$ cat src/rtl/aes_pkg.sv
// Shared AES definitions: key-size select encodings, byte counts, loader FSM states
// and the key-size helper functions used by the loader and the AES core.
package aes_pkg;

    localparam logic [1:0] SEL_128 = 2'b00;
    localparam logic [1:0] SEL_192 = 2'b01;
    localparam logic [1:0] SEL_256 = 2'b10;

    localparam int unsigned KEY128_BYTES = 16;
    localparam int unsigned KEY192_BYTES = 24;
    localparam int unsigned KEY256_BYTES = 32;
    localparam int unsigned DATA_BYTES   = 16;

    typedef enum logic [1:0] {
        IDLE,
        LOAD_KEY,
        LOAD_DATA,
        HOLD
    } loader_state_e;

    // Both 2'b10 and 2'b11 select a 256-bit key.
    function automatic logic [5:0] key_bytes(input logic [1:0] s);
        case (s)
            SEL_128: key_bytes = 6'(KEY128_BYTES);
            SEL_192: key_bytes = 6'(KEY192_BYTES);
            default: key_bytes = 6'(KEY256_BYTES);
        endcase
    endfunction

    function automatic logic [3:0] num_rounds(input logic [1:0] s);
        case (s)
            SEL_128: num_rounds = 4'd10;
            SEL_192: num_rounds = 4'd12;
            default: num_rounds = 4'd14;
        endcase
    endfunction

endpackage

$ cat src/rtl/aes_block_loader.sv
// Byte-serial loader that assembles an AES key (16/24/32 bytes) plus a 16-byte
// block MSB-first and hands the bundle to the AES core over valid/ready.
module aes_block_loader #(
    parameter int unsigned DATA_BYTES    = 16,
    parameter int unsigned KEY_MAX_BYTES = 32
) (
    input  logic                         clk,
    input  logic                         reset,
    input  logic [1:0]                   sel,
    input  logic                         reuse_key,
    input  logic                         flush,
    input  logic [7:0]                   in_byte,
    input  logic                         in_valid,
    output logic                         in_ready,
    output logic [8*DATA_BYTES-1:0]      out_data,
    output logic [8*KEY_MAX_BYTES-1:0]   out_key,
    output logic [1:0]                   out_sel,
    output logic                         out_valid,
    input  logic                         out_ready,
    output logic                         key_loaded
);

    import aes_pkg::*;

    loader_state_e                state_q, state_d;
    logic [5:0]                   cnt_q, cnt_d;
    logic [8*DATA_BYTES-1:0]      data_q, data_d;
    logic [8*KEY_MAX_BYTES-1:0]   key_q, key_d;
    logic [1:0]                   sel_q, sel_d;
    logic                         valid_q, valid_d;
    logic                         kl_q, kl_d;
    logic                         accept;
    logic                         key_last;
    logic                         data_last;
    logic                         reuse_hit;

    assign accept    = in_valid & in_ready & ~flush;
    assign key_last  = (cnt_q == key_bytes(sel_q) - 6'd1);
    assign data_last = (cnt_q == 6'(DATA_BYTES - 1));
    assign reuse_hit = reuse_key & kl_q;

    always_ff @(posedge clk or negedge reset) begin
        if (!reset) begin
            state_q <= IDLE;
            cnt_q   <= '0;
            data_q  <= '0;
            key_q   <= '0;
            sel_q   <= '0;
            valid_q <= 1'b0;
            kl_q    <= 1'b0;
        end else begin
            state_q <= state_d;
            cnt_q   <= cnt_d;
            data_q  <= data_d;
            key_q   <= key_d;
            sel_q   <= sel_d;
            valid_q <= valid_d;
            kl_q    <= kl_d;
        end
    end

    always_comb begin
        state_d = state_q;
        cnt_d   = cnt_q;
        if (flush) begin
            state_d = IDLE;
            cnt_d   = '0;
        end else begin
            case (state_q)
                IDLE: if (accept) begin
                    cnt_d   = 6'd1;
                    state_d = reuse_hit ? LOAD_DATA : LOAD_KEY;
                end
                LOAD_KEY: if (accept) begin
                    cnt_d   = key_last ? 6'd0 : cnt_q + 6'd1;
                    state_d = key_last ? LOAD_DATA : LOAD_KEY;
                end
                LOAD_DATA: if (accept) begin
                    cnt_d   = data_last ? 6'd0 : cnt_q + 6'd1;
                    state_d = data_last ? HOLD : LOAD_DATA;
                end
                HOLD: if (valid_q && out_ready) state_d = IDLE;
                default: state_d = IDLE;
            endcase
        end
    end

    // Byte lanes are written in place; lane index counts down from the MSB.
    always_comb begin
        in_ready = (state_q != HOLD);
        data_d   = data_q;
        key_d    = key_q;
        sel_d    = sel_q;
        valid_d  = valid_q;
        kl_d     = kl_q;
        if (flush) begin
            valid_d = 1'b0;
            if (state_q == LOAD_KEY) kl_d = 1'b0;
        end else begin
            case (state_q)
                IDLE: if (accept) begin
                    if (reuse_hit) begin
                        data_d[8*DATA_BYTES-1 -: 8] = in_byte;
                    end else begin
                        sel_d = sel;
                        kl_d  = 1'b0;
                        key_d = '0;
                        key_d[8*KEY_MAX_BYTES-1 -: 8] = in_byte;
                    end
                end
                LOAD_KEY: if (accept) begin
                    for (int unsigned i = 0; i < KEY_MAX_BYTES; i++) begin
                        if (cnt_q == 6'(i)) key_d[8*(KEY_MAX_BYTES-1-i) +: 8] = in_byte;
                    end
                    if (key_last) kl_d = 1'b1;
                end
                LOAD_DATA: if (accept) begin
                    for (int unsigned i = 0; i < DATA_BYTES; i++) begin
                        if (cnt_q == 6'(i)) data_d[8*(DATA_BYTES-1-i) +: 8] = in_byte;
                    end
                    if (data_last) valid_d = 1'b1;
                end
                HOLD: if (out_ready) valid_d = 1'b0;
                default: ;
            endcase
        end
    end

    assign out_data   = data_q;
    assign out_key    = key_q;
    assign out_sel    = sel_q;
    assign out_valid  = valid_q;
    assign key_loaded = kl_q;

endmodule

$ cat config.mk
export PLATFORM = sky130hd
export DESIGN_NAME = aes_block_loader
export DESIGN_NICKNAME = d
export VERILOG_FILES = /design/src/rtl/aes_pkg.sv /design/src/rtl/aes_block_loader.sv
export SDC_FILE = /design/constraint.sdc
export NUM_CORES = 1
export LEC_CHECK = 0
export ABC_AREA = 0
export BUFFER_PORTS_ARGS = -buffer_cell sky130_fd_sc_hd__buf_2
export CAP_MARGIN = 20
export CORE_MARGIN = 2
export CORE_UTILIZATION = 55
export CTS_BUF_LIST = sky130_fd_sc_hd__clkbuf_2 sky130_fd_sc_hd__clkbuf_4 sky130_fd_sc_hd__clkbuf_8
export CTS_CLUSTER_DIAMETER = 120
export DETAILED_ROUTE_END_ITERATION = 10
export GPL_ROUTABILITY_DRIVEN = 1
export HOLD_SLACK_MARGIN = 0.1
export PLACE_DENSITY = 0.81
export SLEW_MARGIN = 10
export SYNTH_ARGS = -nofsm -noshare
export SYNTH_HDL_FRONTEND = slang
export SYNTH_SLANG_ARGS = --single-unit
$ cat constraint.sdc
create_clock -name clk -period 2.3 [get_ports clk]
set_input_delay 0.115 -clock clk [delete_from_list [all_inputs] [get_ports clk]]
set_output_delay 0.115 -clock clk [all_outputs]
set_load 0.01 [all_outputs]
# ---- After elaboration in Yosys (flattened, before gate mapping)
# Index checks and enable logic that the tools add are counted.
# Widths: inputs -> output; s select.
dict set report word_totals {
  reg_bits 396
  input_bits 16
  output_inout_bits 389
  elab_cells 289
}
dict set report classes {
  add_sub_neg 2
  eq_ne 84
  n_mux 84
  bitwise 5
  reduce_logical 61
}
# operator n
set op_table {}
lappend op_table {{$mux 256} 3}
lappend op_table {{$pmux 256 s2} 1}
lappend op_table {{$mux 8} 49}
lappend op_table {{$reduce_and 6->1} 34}
lappend op_table {{$mux 128} 1}
lappend op_table {{$eq 6x5->1 const B} 16}
lappend op_table {{$reduce_and 4->1} 19}
lappend op_table {{$ne 2x1->1 const B} 32}
lappend op_table {{$eq 6x4->1 const B} 8}
lappend op_table {{$mux 6} 6}
lappend op_table {{$eq 6x3->1 const B} 4}
lappend op_table {{$ne 3x3->1 const B} 8}
lappend op_table {{$pmux 6 s3} 1}
lappend op_table {{$ne 2x2->1 const B} 8}
lappend op_table {{$pmux 8 s2} 1}
lappend op_table {{$mux 2} 7}
lappend op_table {{$eq 6x2->1 const B} 2}
lappend op_table {{$pmux 6 s2} 1}
lappend op_table {{$mux 1} 11}
lappend op_table {{$pmux 2 s4} 1}
lappend op_table {{$add 6x1->6 const B} 1}
lappend op_table {{$eq 6x1->1 const B} 1}
lappend op_table {{$eq 6x6->1} 1}
lappend op_table {{$logic_not 6->1} 1}
lappend op_table {{other kinds (11)} 19}

# ---- Depth between registers and ports, before layout
dict set report depth {
  depth_word 8
  depth_mapped 9
}

# ---- Worst setup path before layout
# OpenSTA, ideal clock, no wires.
dict set report synth_timing {
  path_type {register to register}
  startpoint {register state_q[0]}
  endpoint {register key_q[136], in the netlist out_key[136]}
  setup_time_ps 125
  t_arrival_ps 1949
  t_required_ps 2175
  slack_ps 227
  path_stages_with_launch 9
  path_buffers 2
  period_less_slack_ps 2073
  cell_sequence {dfrtp_1 inv_1 ha_1 buf_4 nand3_1 o211ai_4 buf_6 a21oi_4 mux2_2}
}
dict set report synth_via {
  elab_chain_cells 5
}
# element line_no
set synth_rtl {}
lappend synth_rtl {{start: declaration} aes_block_loader.sv:25} ;# loader_state_e state_q, state_d;
lappend synth_rtl {{start signal: assignment} aes_block_loader.sv:52} ;# state_q <= state_d;
lappend synth_rtl {{$ne 2x2->1} aes_block_loader.sv:90} ;# in_ready = (state_q != HOLD);
lappend synth_rtl {{$and 1x1->1 (2 in series)} aes_block_loader.sv:37} ;# assign accept = in_valid & in_ready & ~flush;
lappend synth_rtl {{$ne 2x2->1 (no source line)} -}
lappend synth_rtl {{$reduce_and 6->1 (no source line)} -}
lappend synth_rtl {{end signal: assignment} aes_block_loader.sv:55} ;# key_q <= key_d;
lappend synth_rtl {{end: declaration} aes_block_loader.sv:28} ;# logic [8*KEY_MAX_BYTES-1:0] key_q, key_d;
# Parallel ways exist; a longest one is shown, timed or not.
# A chain may end at the register's enable or synchronous reset.

# ---- Worst setup path after layout
dict set report layout_timing {
  startpoint {register state_q[0]}
  endpoint {register data_q[72], in the netlist out_data[72]}
}
dict set report layout_via {
  elab_chain_cells 4
}
# element line_no
set layout_rtl {}
lappend layout_rtl {{$ne 2x2->1} aes_block_loader.sv:90}
lappend layout_rtl {{$and 1x1->1 (2 in series)} aes_block_loader.sv:37}
lappend layout_rtl {{$reduce_and 4->1 (no source line) *} -}
lappend layout_rtl {{end signal: assignment} aes_block_loader.sv:54} ;# data_q <= data_d;
lappend layout_rtl {{end: declaration} aes_block_loader.sv:27} ;# logic [8*DATA_BYTES-1:0] data_q, data_d;
# Mark *: on every way between the ends. The rest lies on a longest branch, timed or not.

==> impl_table.tex <==
\begin{tabular}{lr}
\hline
Metric & Value \\
\hline
\multicolumn{2}{l}{\textbf{Floorplanning}} \\
\quad Area of the die & 30500 um2 \\
\quad Die Span X & 175 um \\
\quad \# rows & 62 \\
\quad Starting Density & 55.8\% \\
\quad Core footprint & 28700 um2 \\
\quad Number of ports placed on the die boundary & 405 \\
\quad Height of the die & 175 um \\
\multicolumn{2}{l}{\textbf{Power}} \\
\quad Leakage power total & 11.2 nW \\
\quad VDD IR-drop max & 0.000819 V \\
\quad PD cells & 1250 nW/um2 \\
\multicolumn{2}{l}{\textbf{Timing}} \\
\quad Post-route setup TNS & 0 ps \\
\quad Tmin final & 2250 ps \\
\quad Clock Skews & 30.2 ps \\
\quad Relative slew slack & 58.2\% \\
\quad Final-report max-slew violation count & 0 \\
\quad Unrepaired setup endpoints after global routing & true \\
\quad Post-route worst setup slack & 54.7 ps \\
\quad Count of endpoints failing setup in the final report & 0 \\
\quad Peak clock frequency supported by timing & 445 MHz \\
\quad Final Hold Fails & 0 \\
\quad Slew at the pin closest to its max-slew limit & 627 ps \\
\quad Share of the cycle needed by the critical path after routing & 97.6\% \\
\multicolumn{2}{l}{\textbf{Route}} \\
\quad Post-DR vias/cell & 5.48 \\
\quad Starting DRT DRC Count & 521 \\
\quad Number of design rule violations left after detail routing & 0 \\
\quad Antenna-violating nets left & 0 \\
\quad Total number of vias & 10.7k \\
\quad Detailed Route WL & 43600 um \\
\quad Average wire per cell in the routed design & 22.4 um \\
\quad First-pass iteration count of the detailed router & 4 \\
\multicolumn{2}{l}{\textbf{Clock network}} \\
\quad Clock tree root driver cell & sky130\_fd\_sc\_hd\_\_clkbuf\_8 \\
\quad Clk buf depth & 3 \\
\quad Number of buffers created by CTS & 61 \\
\quad CTS clock-pin slew for the worst setup and hold paths & 70 ps \\
\quad CTS tree & built \\
\quad Clk Latency, worst-skew pair & 600 ps \\
\quad TritonCTS Sinks & 396 \\
\quad \# H-tree levels & 2 \\
\multicolumn{2}{l}{\textbf{Synthesis}} \\
\quad Primary flip-flop cell chosen by synthesis mapping & sky130\_fd\_sc\_hd\_\_dfrtp\_1 \\
\quad Cell type with the highest aggregate area in the netlist & sky130\_fd\_sc\_hd\_\_dfrtp\_1 \\
\quad Post-Synthesis Cell Area & 16000 um2 \\
\quad Nets in the synthesized netlist & 1073 \\
\quad Post-Synthesis Cells & 1049 \\
\quad Async SR Flop Fraction & 100\% \\
\quad Number of warnings printed during yosys synthesis & 0 \\
\quad Post-synth top area share & 61.9\% \\
\quad Dominant cells by area after synthesis & sky130\_fd\_sc\_hd\_\_dfrtp\_1, sky130\_fd\_sc\_hd\_\_mux2\_2, sky130\_fd\_sc\_hd\_\_a21oi\_4 \\
\quad Flip-flop and latch count after synthesis & 396 \\
\quad Count of flip-flops with a built-in enable after synthesis & 0 \\
\quad Mean cell area of the mapped netlist & 15.3 um2 \\
\quad Part of the Yosys area used for sequential elements & 61.9\% \\
\quad Number of distinct standard cells referenced by the synthesized netlist & 54 \\
\multicolumn{2}{l}{\textbf{Cells and area}} \\
\quad Relative area change from synthesis to final layout & 26.7\% \\
\quad \# nets final & 1550 \\
\quad Final standard cell utilization of the core & 70.7\% \\
\quad Diodes inserted & 0 \\
\quad Multi-input combinational cell area & 5840 um2 \\
\quad Number of fill cells & 2002 \\
\quad Share of layout cells above drive strength 1 & 62.6\% \\
\quad Seq. cell area & 9910 um2 \\
\multicolumn{2}{l}{\textbf{Setup path}} \\
\quad Top fanout value on the critical path & 15 \\
\quad Critical path type & reg -> reg \\
\quad WP data arrival & 2720 ps \\
\quad CP top delay family & simple AND/OR/NAND/NOR gates \\
\quad Critical Path RT & 2780 ps \\
\quad Worst Setup Start Kind & flip-flop \\
\quad CP max-delay cell & sky130\_fd\_sc\_hd\_\_dfrtp\_1 \\
\quad Type of destination of the critical path & flip-flop \\
\quad Number of buffers and inverters on the critical path & 1 \\
\quad CP max stage delay & 420 ps \\
\quad Cells along the critical path & ha\_1 -> nand2b\_4 -> nor2\_4 -> and3\_1 -> buf\_12 -> nand3\_2 -> mux2\_2 \\
\multicolumn{2}{l}{\textbf{GRT}} \\
\quad Gr ovfl total & 0 \\
\quad Vias in the first global route & 11.5k \\
\quad Global routing usage summed across all routing layers & 28.5\% \\
\quad Initial antenna violation count & 0 \\
\quad Maximum number of pins on one net before global-route repair & 73 \\
\quad First-pass GRT wire length & 66900 um \\
\multicolumn{2}{l}{\textbf{Hold path}} \\
\quad Classification of the worst-slack hold path & in -> async \\
\multicolumn{2}{l}{\textbf{Outcome}} \\
\quad Result of the run & finished, final reports clean \\
\multicolumn{2}{l}{\textbf{Placement}} \\
\quad Hpwl dp & 29800 um \\
\quad Buffers added on ports & 404 \\
\quad Placement-stage worst setup slack & -211 ps \\
\quad Global placement routability congestion & 0.846 \\
\multicolumn{2}{l}{\textbf{Run}} \\
\quad Max\_cap viols & 0 \\
\hline
\end{tabular}
-- through the flow --
stage	instances	area, um2	hold slack, ps	power, mW
2_1_floorplan	1049	16000	-181	15.0
3_3_place_gp	1828	18800	138	18.9
3_5_place_dp	1828	18800	144	19.2
4_1_cts	1950	20300	101	25.5
5_1_grt	1950	20300	125	26.6
6_report	1950	20300	105	25.3
-- cell families after synthesis --
| logic type | after synthesis | share of synthesized area (%) |
|---|---|---|
| AOI/OAI and AO/OA | 72 | 3.77 |
| and+or+nand+nor | 131 | 5.25 |
| buffers and inverters | 64 | 1.91 |
| DFF | 396 | 61.9 |
| muxes | 378 | 26.6 |
| adders and majority gates | 8 | 0.625 |
-- cell usage in the layout, fill, tap and decap left out, types with 4 or more instances in the layout --
master and count:
sky130_fd_sc_hd__buf_2 403, sky130_fd_sc_hd__dfrtp_1 395, sky130_fd_sc_hd__mux2_2 368, sky130_fd_sc_hd__clkbuf_8 73
sky130_fd_sc_hd__nand2_1 55, sky130_fd_sc_hd__buf_4 36, sky130_fd_sc_hd__o21ai_0 24, sky130_fd_sc_hd__clkbuf_4 22
sky130_fd_sc_hd__dlygate4sd3_1 19, sky130_fd_sc_hd__a21oi_4 15, sky130_fd_sc_hd__buf_12 13, sky130_fd_sc_hd__nand3_4 12
sky130_fd_sc_hd__nand2_2 11, sky130_fd_sc_hd__and2_1 10, sky130_fd_sc_hd__mux2_1 10, sky130_fd_sc_hd__o21ai_1 8
sky130_fd_sc_hd__ha_1 7, sky130_fd_sc_hd__inv_1 6, sky130_fd_sc_hd__nor2b_1 6, sky130_fd_sc_hd__a21oi_1 5
sky130_fd_sc_hd__nand2b_1 4, sky130_fd_sc_hd__and3_1 4, sky130_fd_sc_hd__nor2_1 4
-- sequential cells by signal, summed over array words and instances (netlist names) --
signal,cells
out_sel,2
state_q,2
cnt_q,6
out_key,256
key_loaded,1
out_data,128
out_valid,1
-- timing repair --
action                     4_1_cts  5_1_grt
hold buffers                    19        0
setup endpoints to repair      165       78
hold endpoints to repair       440        0
resized for setup                4        4
buffers inserted                 0        0
-- area by class of cell --
| type | instances | share of cell area [%] |
|---|---|---|
| Sequential cell | 396 | 48.8 |
| Multi-Input combinational cell | 589 | 28.8 |
| Timing Repair Buffer | 472 | 13.6 |
| Clock buffer | 95 | 5.76 |
| Tap cell | 384 | 2.37 |
| Clock inverter | 8 | 0.592 |
| Inverter | 6 | 0.111 |
-- power breakdown --
| part | total (mW) | internal, mW | switching, mW |
|---|---|---|---|
| clock network | 6.14 | 3.53 | 2.60 |
| logic | 8.75 | 4.00 | 4.75 |
| registers | 10.4 | 9.20 | 1.23 |
| total | 25.3 | 16.7 | 8.59 |
-- final timing paths --
kind,cells past startpoint,start,endpoint,slack (ps)
setup / recovery,7,state_q[0],out_data[72],50
hold / removal,2,reset,out_data[59],100
setup reg to reg,7,state_q[0],out_data[72],50
hold reg to reg,1,out_key[143],out_key[143],490
max in group asynchronous,3,reset,out_key[23],1240
min in group clk,3,flush,state_q[0],440
-- per-layer routing --
layer | track usage [%] | routed length [um] | vias to the layer above
met2 | 46.9 | 21200 | 392
met3 | 6.77 | 2800 | 116
met1 | 36.1 | 17600 | 5508
met5 | 0 | 0 | -
met4 | 13.2 | 1980 | 0
li1 | - | - | 4667
-- worst reg2reg max path: cells and delay by family (launching register included) --
family / cells / cell delay, ps
fa+ha+maj: 1 / 250
buf+inv: 1 / 220
flops: 1 / 420
mux: 1 / 350
simple gates: 4 / 880
-- cell usage after synthesis (6+ instances only) --
master	n
sky130_fd_sc_hd__dfrtp_1	396
sky130_fd_sc_hd__mux2_2	368
sky130_fd_sc_hd__nand2_1	55
sky130_fd_sc_hd__clkbuf_1	37
sky130_fd_sc_hd__o21ai_0	24
sky130_fd_sc_hd__a21oi_4	15
sky130_fd_sc_hd__buf_2	11
sky130_fd_sc_hd__nand2_2	11
sky130_fd_sc_hd__and2_1	10
sky130_fd_sc_hd__mux2_1	10
sky130_fd_sc_hd__nand3_4	9
sky130_fd_sc_hd__ha_1	8
sky130_fd_sc_hd__o21ai_1	8
sky130_fd_sc_hd__inv_1	6
sky130_fd_sc_hd__nor2b_1	6
No activity file was read; power rests on OpenSTA's default activity.
